`config.mk`:
```
export PLATFORM = sky130hd
export DESIGN_NAME = freq_divider_prog
export DESIGN_NICKNAME = d
export VERILOG_FILES = /design/src/rtl/freq_divider_prog.sv
export SDC_FILE = /design/constraint.sdc
export NUM_CORES = 1
export LEC_CHECK = 0
export ABC_AREA = 1
export CELL_PAD_IN_SITES_DETAIL_PLACEMENT = 1
export CELL_PAD_IN_SITES_GLOBAL_PLACEMENT = 1
export CORE_MARGIN = 2
export CORE_UTILIZATION = 35
export CTS_BUF_LIST = sky130_fd_sc_hd__clkbuf_8
export DETAILED_ROUTE_END_ITERATION = 7
export PLACE_DENSITY = 0.8
export SYNTH_ARGS = -nofsm -noshare
export SYNTH_HDL_FRONTEND = slang
export SYNTH_SLANG_ARGS = --single-unit
```
`constraint.sdc`:
```
create_clock -name clk -period 2.55 [get_ports clk]
set_input_delay 0.3825 -clock clk [delete_from_list [all_inputs] [get_ports clk]]
set_output_delay 0.3825 -clock clk [all_outputs]
set_load 0.02 [all_outputs]
```
`src/rtl/freq_divider_prog.sv`:
```
// Programmable integer clock divider with double-buffered ratio and period-start pulse.
// Define FREQ_DIV_FRAC_EN to add the 4-bit fractional-N accumulator.
module freq_divider_prog #(
    parameter int DIV_W    = 8,
    parameter int DIV_INIT = 2
) (
    input  logic             clk,
    input  logic             reset,
    input  logic             enable,
    input  logic [DIV_W-1:0] ndiv,
    input  logic             ndiv_load,
    input  logic [3:0]       frac,
    output logic             div_out,
    output logic             div_pulse,
    output logic             ndiv_ack
);

    logic [DIV_W-1:0] act_n;
    logic [DIV_W-1:0] sh_n;
    logic [DIV_W-1:0] cnt;
    logic [DIV_W-1:0] len_m1;
    logic             pend;
    logic             started;

    logic             boundary;
    logic             carry;
    logic [DIV_W-1:0] nxt_n;
    logic [DIV_W-1:0] nxt_len_m1;
    logic [DIV_W:0]   len;
    logic [DIV_W:0]   high_len;
    logic [DIV_W:0]   cnt_inc;

    // A ratio of zero behaves as divide-by-one.
    function automatic logic [DIV_W-1:0] effective_ratio(input logic [DIV_W-1:0] n);
        return (n == '0) ? DIV_W'(1) : n;
    endfunction

`ifdef FREQ_DIV_FRAC_EN
    logic [3:0] acc;
    logic [4:0] acc_sum;

    assign acc_sum = {1'b0, acc} + {1'b0, frac};
    assign carry   = acc_sum[4];

    always_ff @(posedge clk) begin
        if (reset)
            acc <= '0;
        else if (boundary)
            acc <= acc_sum[3:0];
    end
`else
    logic unused_frac;

    assign unused_frac = ^frac;
    assign carry       = 1'b0;
`endif

    always_comb begin
        boundary   = enable && (!started || (cnt == len_m1));
        nxt_n      = pend ? sh_n : act_n;
        // Ne-1+carry stays below 2^DIV_W because Ne never exceeds 2^DIV_W-1.
        nxt_len_m1 = effective_ratio(nxt_n) - DIV_W'(1) + DIV_W'(carry);
        len        = {1'b0, len_m1} + (DIV_W+1)'(1);
        high_len   = len - (len >> 1);
        cnt_inc    = {1'b0, cnt} + (DIV_W+1)'(1);
    end

    always_ff @(posedge clk) begin
        if (reset) begin
            act_n     <= DIV_W'(DIV_INIT);
            sh_n      <= DIV_W'(DIV_INIT);
            pend      <= 1'b0;
            cnt       <= '0;
            len_m1    <= DIV_W'(DIV_INIT - 1);
            started   <= 1'b0;
            div_out   <= 1'b0;
            div_pulse <= 1'b0;
            ndiv_ack  <= 1'b0;
        end else begin
            if (ndiv_load)
                sh_n <= ndiv;
            // A load on a boundary edge stays pending for the following boundary.
            pend <= ndiv_load || (pend && !boundary);

            if (boundary) begin
                cnt       <= '0;
                len_m1    <= nxt_len_m1;
                act_n     <= nxt_n;
                started   <= 1'b1;
                div_out   <= 1'b1;
                div_pulse <= 1'b1;
                ndiv_ack  <= pend;
            end else if (enable) begin
                cnt       <= cnt_inc[DIV_W-1:0];
                div_out   <= (cnt_inc < high_len);
                div_pulse <= 1'b0;
                ndiv_ack  <= 1'b0;
            end else begin
                div_pulse <= 1'b0;
                ndiv_ack  <= 1'b0;
            end
        end
    end

endmodule

```
==> impl_results.md, run 1 <==
- CTS Buf Count: 5
- MaxCap Viol Count: 0
- Root Buffer Master: clkbuf_8
- Total power: 1.68 mW
- HPWL after DPL: 5.78 mm
- Clk slew on worst S/H paths: 70 ps
- Status: complete, but fails checks
- Hold WS: 467 ps
- Vias per inst: 4.79
- Slew headroom: 64.6%
- Distinct cells, synth: 39
- Hold Crit Class: register to register
- Initial antenna violation count: 0
- Peak VDD IR: 0.368 mV
- DRT iter0 DRCs: 42
- Pre-CTS setup slack: -497 ps
- Nets@finish: 479
- Leak Pwr: 1.56 nW
- Ys Warns: 0
- Storage cell area: 746 um^2
- Failing checks: negative setup slack
- Largest net degree at the start of global routing: 12
- Critical path arrival: 3020 ps
- Vias in the first global route: 2764
- Htree depth: 2
- Area of the multi-input gates: 0.00183 mm^2
- Final WL: 7.31 mm
- Least-Margin Pin Slew: 529 ps
- CP Class: register to register
- Drt pass-1 iters: 4
- Worst skew pair latency: 280 ps
- Fill count: 935
- Synth Cell Area: 0.00263 mm^2
- Slew Viols, Final: 0
- Setup crit start kind: register
- Hold Violations, Final: 0
- F_max: 358 MHz
- Fin crit share: 110%
- CTS sink cnt: 37
- TritonCTS clock tree: done
- Drc violations: 0
- Proportion of layout cells with a drive suffix above 1: 29.9%
- Final setup violation count: 1
- RSZ-0062 raised after global routing: yes
- CP endpoint kind: register
- Most frequent cells in the layout: nand2_1, buf_4, inv_1
- Most common cell after layout, fill and taps aside: nand2_1
- CP max FO: 3
- Clock buffer depth: 2
- Final min period: 2800 ps
- Mean Syn Cell Area: 6.94 um^2
- Total Routing Usage GR: 18.2%
- Wire length per cell: 13.4 um
- CP required: 2780 ps
- Die H: 90.7 um
- Cell Count, Final, Fillers Out: 544
- Syn_nets: 414
- Gate Count Post-Synth: 379
- # rows: 31
- Die width: 90.7 um
- Port buffer count: 14
- Area growth from synthesis to layout: 34.0%
- Setup Skew: 5.42 ps
- Share of the yosys chip area belonging to registers: 28.2%
- Synth Register Bits: 37
- First-pass GRT wire length: 12.5 mm
- Hold buffer count at CTS: 0
- Placed Cells: 533
- Starting density of the core: 36.3%
- Via count: 2606
- Top post-synthesis cells by area: dfxtp_1, nand2_1, ha_1, inv_1, nor2_1
- Post-synth top area cell: dfxtp_1
- Die area: 0.00822 mm^2
- # IOs: 19
- Routed Antenna Nets: 0
- Pwr per Cell Area: 477 mW/mm^2
- Synth top area share: 28.2%
- Ant diodes: 0
- Core area: 0.00725 mm^2
- GR Overflow Total: 0
- Final worst setup slack: -245 ps
- Routability-driven placement congestion ratio: 0.794
layer usage:
layer  wire [um]  vias up  part of all wire (%)  global-route usage (%)
met5           0        -                     0                       0
met4          34        0                  0.47                    2.56
met3         117        4                   1.6                    1.84
met2        4120       23                    56                    36.6
met1        3040     1224                    42                    20.7
li1            -     1355                     -                       -
path summary, 6_finish.rpt:
kind | cells past startpoint | slack, ps | start | end
max | 19 | -250 | len_m1[1] | div_out
min | 2 | 470 | sh_n[1] | sh_n[1]
max reg2reg | 19 | -250 | len_m1[1] | div_out
min reg2reg | 2 | 470 | sh_n[1] | sh_n[1]
critical path: stages (launching register included):
cell and delay, ps:
dfxtp_2 360, buf_6 110, buf_4 100, inv_2 50
ha_4 280, inv_1 40, ha_1 290, a21oi_2 70
a21boi_2 210, xor2_1 210, ha_1 260, nand2_1 80
nor2_1 50, o21ai_0 70, o211ai_1 150, a21oi_2 190
nand2_1 60, nand3_1 70, nand2_1 50, inv_1 50
what timing repair did:
item | 4_1_cts | 5_1_grt
setup buffers | 2 | 2
resized for setup | 27 | 9
endpoints found under the hold margin | 0 | 0
endpoints found under the setup margin | 1 | 1
pin swaps | 17 | 13
stage by stage:
| stage | setup TNS, ps | util, % | area, um^2 |
|---|---|---|---|
| floorplan | 0 | - | 2660 |
| global placement | -449 | 44.6 | 3240 |
| detailed placement | -497 | 44.6 | 3240 |
| CTS | -240 | 47.7 | 3460 |
| global route | -474 | 48.6 | 3520 |
| finish | -245 | 48.6 | 3520 |
kinds of logic after synthesis:
group / share of synthesized area (%)
AND/OR/NAND/NOR: 31.8
AO/OA/AOI/OAI: 15.6
buffers and inverters: 9.75
flip-flops: 28.2
adder cells (fa/ha/maj): 9.32
XOR/XNOR: 4.66
multiplexers: 0.761
synth_stat cells, drive strengths merged:
master,count
nand2,116
inv,47
nor2,40
dfxtp,37
o21ai,28
nand3,22
a21oi,19
ha,18
nand4,9
xor2,8
buf,7
o22ai,6
xnor2,6
a211oi,2
clkbuf,2
clkinv,2
mux2i,2
a21boi,1
a31oi,1
fa,1
nand3b,1
nor3,1
o211ai,1
o21bai,1
or2,1
state kept, by name, summed over array words and instances, names as in the netlist:
name	cells
ndiv_ack	1
len_m1	8
div_out	1
act_n	8
sh_n	8
div_pulse	1
started	1
pend	1
cnt	8
power breakdown:
| group | switching [mW] | internal, mW |
|---|---|---|
| registers | 0.0242 | 0.607 |
| logic | 0.382 | 0.296 |
| clock network | 0.188 | 0.182 |
cell type report:
type / count / share of cell area (%)
tap: 99 / 3.52
timing repair buffer: 67 / 15.8
multi-input combinational: 284 / 52.0
clock inverter: 3 / 0.320
inverter: 49 / 5.22
clock buffer: 5 / 1.95
sequential: 37 / 21.2
(Power assumes the default switching activity.)
==> run 2: changes to the inputs <==
--- a/config.mk
+++ b/config.mk
@@ -12,7 +12,10 @@
 export CORE_UTILIZATION = 35
 export CTS_BUF_LIST = sky130_fd_sc_hd__clkbuf_8
 export DETAILED_ROUTE_END_ITERATION = 7
+export GPL_TIMING_DRIVEN = 0
 export PLACE_DENSITY = 0.8
+export REMOVE_ABC_BUFFERS = 1
+export SLEW_MARGIN = 20
 export SYNTH_ARGS = -nofsm -noshare
 export SYNTH_HDL_FRONTEND = slang
 export SYNTH_SLANG_ARGS = --single-unit
==> run 2 against run 1 <==
Effect of this change: the flow still finishes with violations (negative setup slack); core utilization is 3.1 points lower; sequential power rose by 0.8%; global-route usage up 0.68 points; final area is 6.4% lower; sequential share of layout area increased by 1.9 points; largest power group is now sequential cells.
==> impl_results.md, run 2 (synthesis results as in run 1) <==
- CTS sink cnt: 37
- CP max FO: 7
- Wire length per cell: 14.3 um
- Largest net degree at the start of global routing: 23
- Clk slew on worst S/H paths: 80 ps
- Drc violations: 0
- DP Area: 0.00282 mm^2
- Critical path arrival: 3140 ps
- TritonCTS clock tree: done
- Hold Violations, Final: 0
- Starting density of the core: 36.3%
- Die H: 90.7 um
- # IOs: 19
- Vias per inst: 4.91
- Routability-driven placement congestion ratio: 0.834
- Least-Margin Pin Slew: 612 ps
- Final Cell Area: 0.00330 mm^2
- Routed Antenna Nets: 0
- Root Buffer Master: clkbuf_8
- Hold Crit Class: register to register
- Die width: 90.7 um
- RSZ-0062 raised after global routing: yes
- CP Class: register to register
- Setup crit start kind: register
- DRT iter0 DRCs: 75
- Placed Cells: 483
- Slew Viols, Final: 0
- Initial antenna violation count: 0
- Clock buffer depth: 2
- Hold WS: 472 ps
- Setup Skew: 5.02 ps
- First-pass GRT wire length: 12.8 mm
- Proportion of layout cells with a drive suffix above 1: 26.1%
- R2r setup slk: -340 ps
- Pwr per Cell Area: 573 mW/mm^2
- GR Overflow Total: 0
- Final WL: 7.27 mm
- CTS Buf Count: 5
- Worst hold start: sh_n[1]
- Worst reg2reg startpoint: len_m1[1]
- Reg2Reg Depth: 20
- Port buffer count: 14
- HPWL after DPL: 5.09 mm
- CP required: 2800 ps
- Worst skew pair latency: 300 ps
- Leak Pwr: 1.41 nW
- Slew headroom: 59.1%
- Hold path cells: 2
- Drt pass-1 iters: 4
- Failing checks: negative setup slack
- MaxCap Viol Count: 0
- Most common cell after layout, fill and taps aside: nand2_1
- Final setup violation count: 1
- End of the worst register-to-register path: div_out
- Fin crit share: 113%
- Most frequent cells in the layout: nand2_1, inv_1, nor2_1
- Core area: 0.00725 mm^2
- Final min period: 2890 ps
- Vias in the first global route: 2772
- # rows: 31
- WHS Endpoint: sh_n[1]
- Ant diodes: 0
- Die area: 0.00822 mm^2
- Hold buffer count at CTS: 0
- Via count: 2497
- Final worst setup slack: -338 ps
- Cell Count, Final, Fillers Out: 509
- F_max: 346 MHz
- CP endpoint kind: register
- Status: complete, but fails checks
- Total Routing Usage GR: 18.9%
- Htree depth: 2
- Total power: 1.89 mW
- Final core utilization: 45.5%
- Peak VDD IR: 0.289 mV
- Setup Total Neg Slack: -338 ps
- Nets@finish: 444
- Area growth from synthesis to layout: 25.5%
- Pre-CTS setup slack: -966 ps
## run 2: area by class of cell
cell class / instances / area (um^2)
tap: 99 / 124
multi-input combinational: 284 / 1790
inverter: 49 / 184
clock inverter: 3 / 68.8
sequential: 37 / 762
clock buffer: 5 / 68.8
timing repair buffer: 32 / 304
fill: 932 / 3950
## run 2: layer usage
metal	global-route usage, %	up-vias	part of all wire (%)	routed length (um)
met1	20.7	1183	43	3110
met3	3.59	10	2.0	149
met5	0	-	0	0
li1	-	1280	-	-
met2	35.4	24	53	3870
met4	7.18	0	1.8	132
## run 2: worst max-delay path, stage by stage, from the launching register on
cell and delay, ps:
dfxtp_4 390, ha_4 180, nand3_2 100, nand2_1 100
nand2_2 80, ha_1 290, inv_2 40, o21bai_1 170
inv_1 90, nand2_2 120, xnor2_2 130, ha_1 280
nand2_2 110, nor2_4 40, o21ai_2 70, o211ai_1 160
a21oi_2 210, nand2_1 70, nand3_1 90, nand2_1 50
inv_1 50
## run 2: power breakdown
group | internal [mW] | switching, mW | leakage (nW) | total (mW)
Sequential | 0.604 | 0.0314 | 0.306 | 0.636
Combinational | 0.256 | 0.373 | 1.03 | 0.629
Clock | 0.394 | 0.233 | 0.0687 | 0.627
## run 2: how the worst max path moves through the flow
| stage | from | endpoint | slack (ps) |
|---|---|---|---|
| finish | len_m1[1] | div_out | -340 |
| CTS | len_m1[1] | div_out | -250 |
| global placement | len_m1[0] | div_out | -930 |
| detailed placement | len_m1[0] | div_out | -970 |
| global route | len_m1[1] | div_out | -530 |
| floorplan | len_m1[0] | div_out | -280 |
## run 2: repair_timing
item                                   CTS  global route
pin swaps                               15            17
setup endpoints to repair                1             4
resized for setup                       31            18
buffers inserted                        12             6
endpoints found under the hold margin    0             0
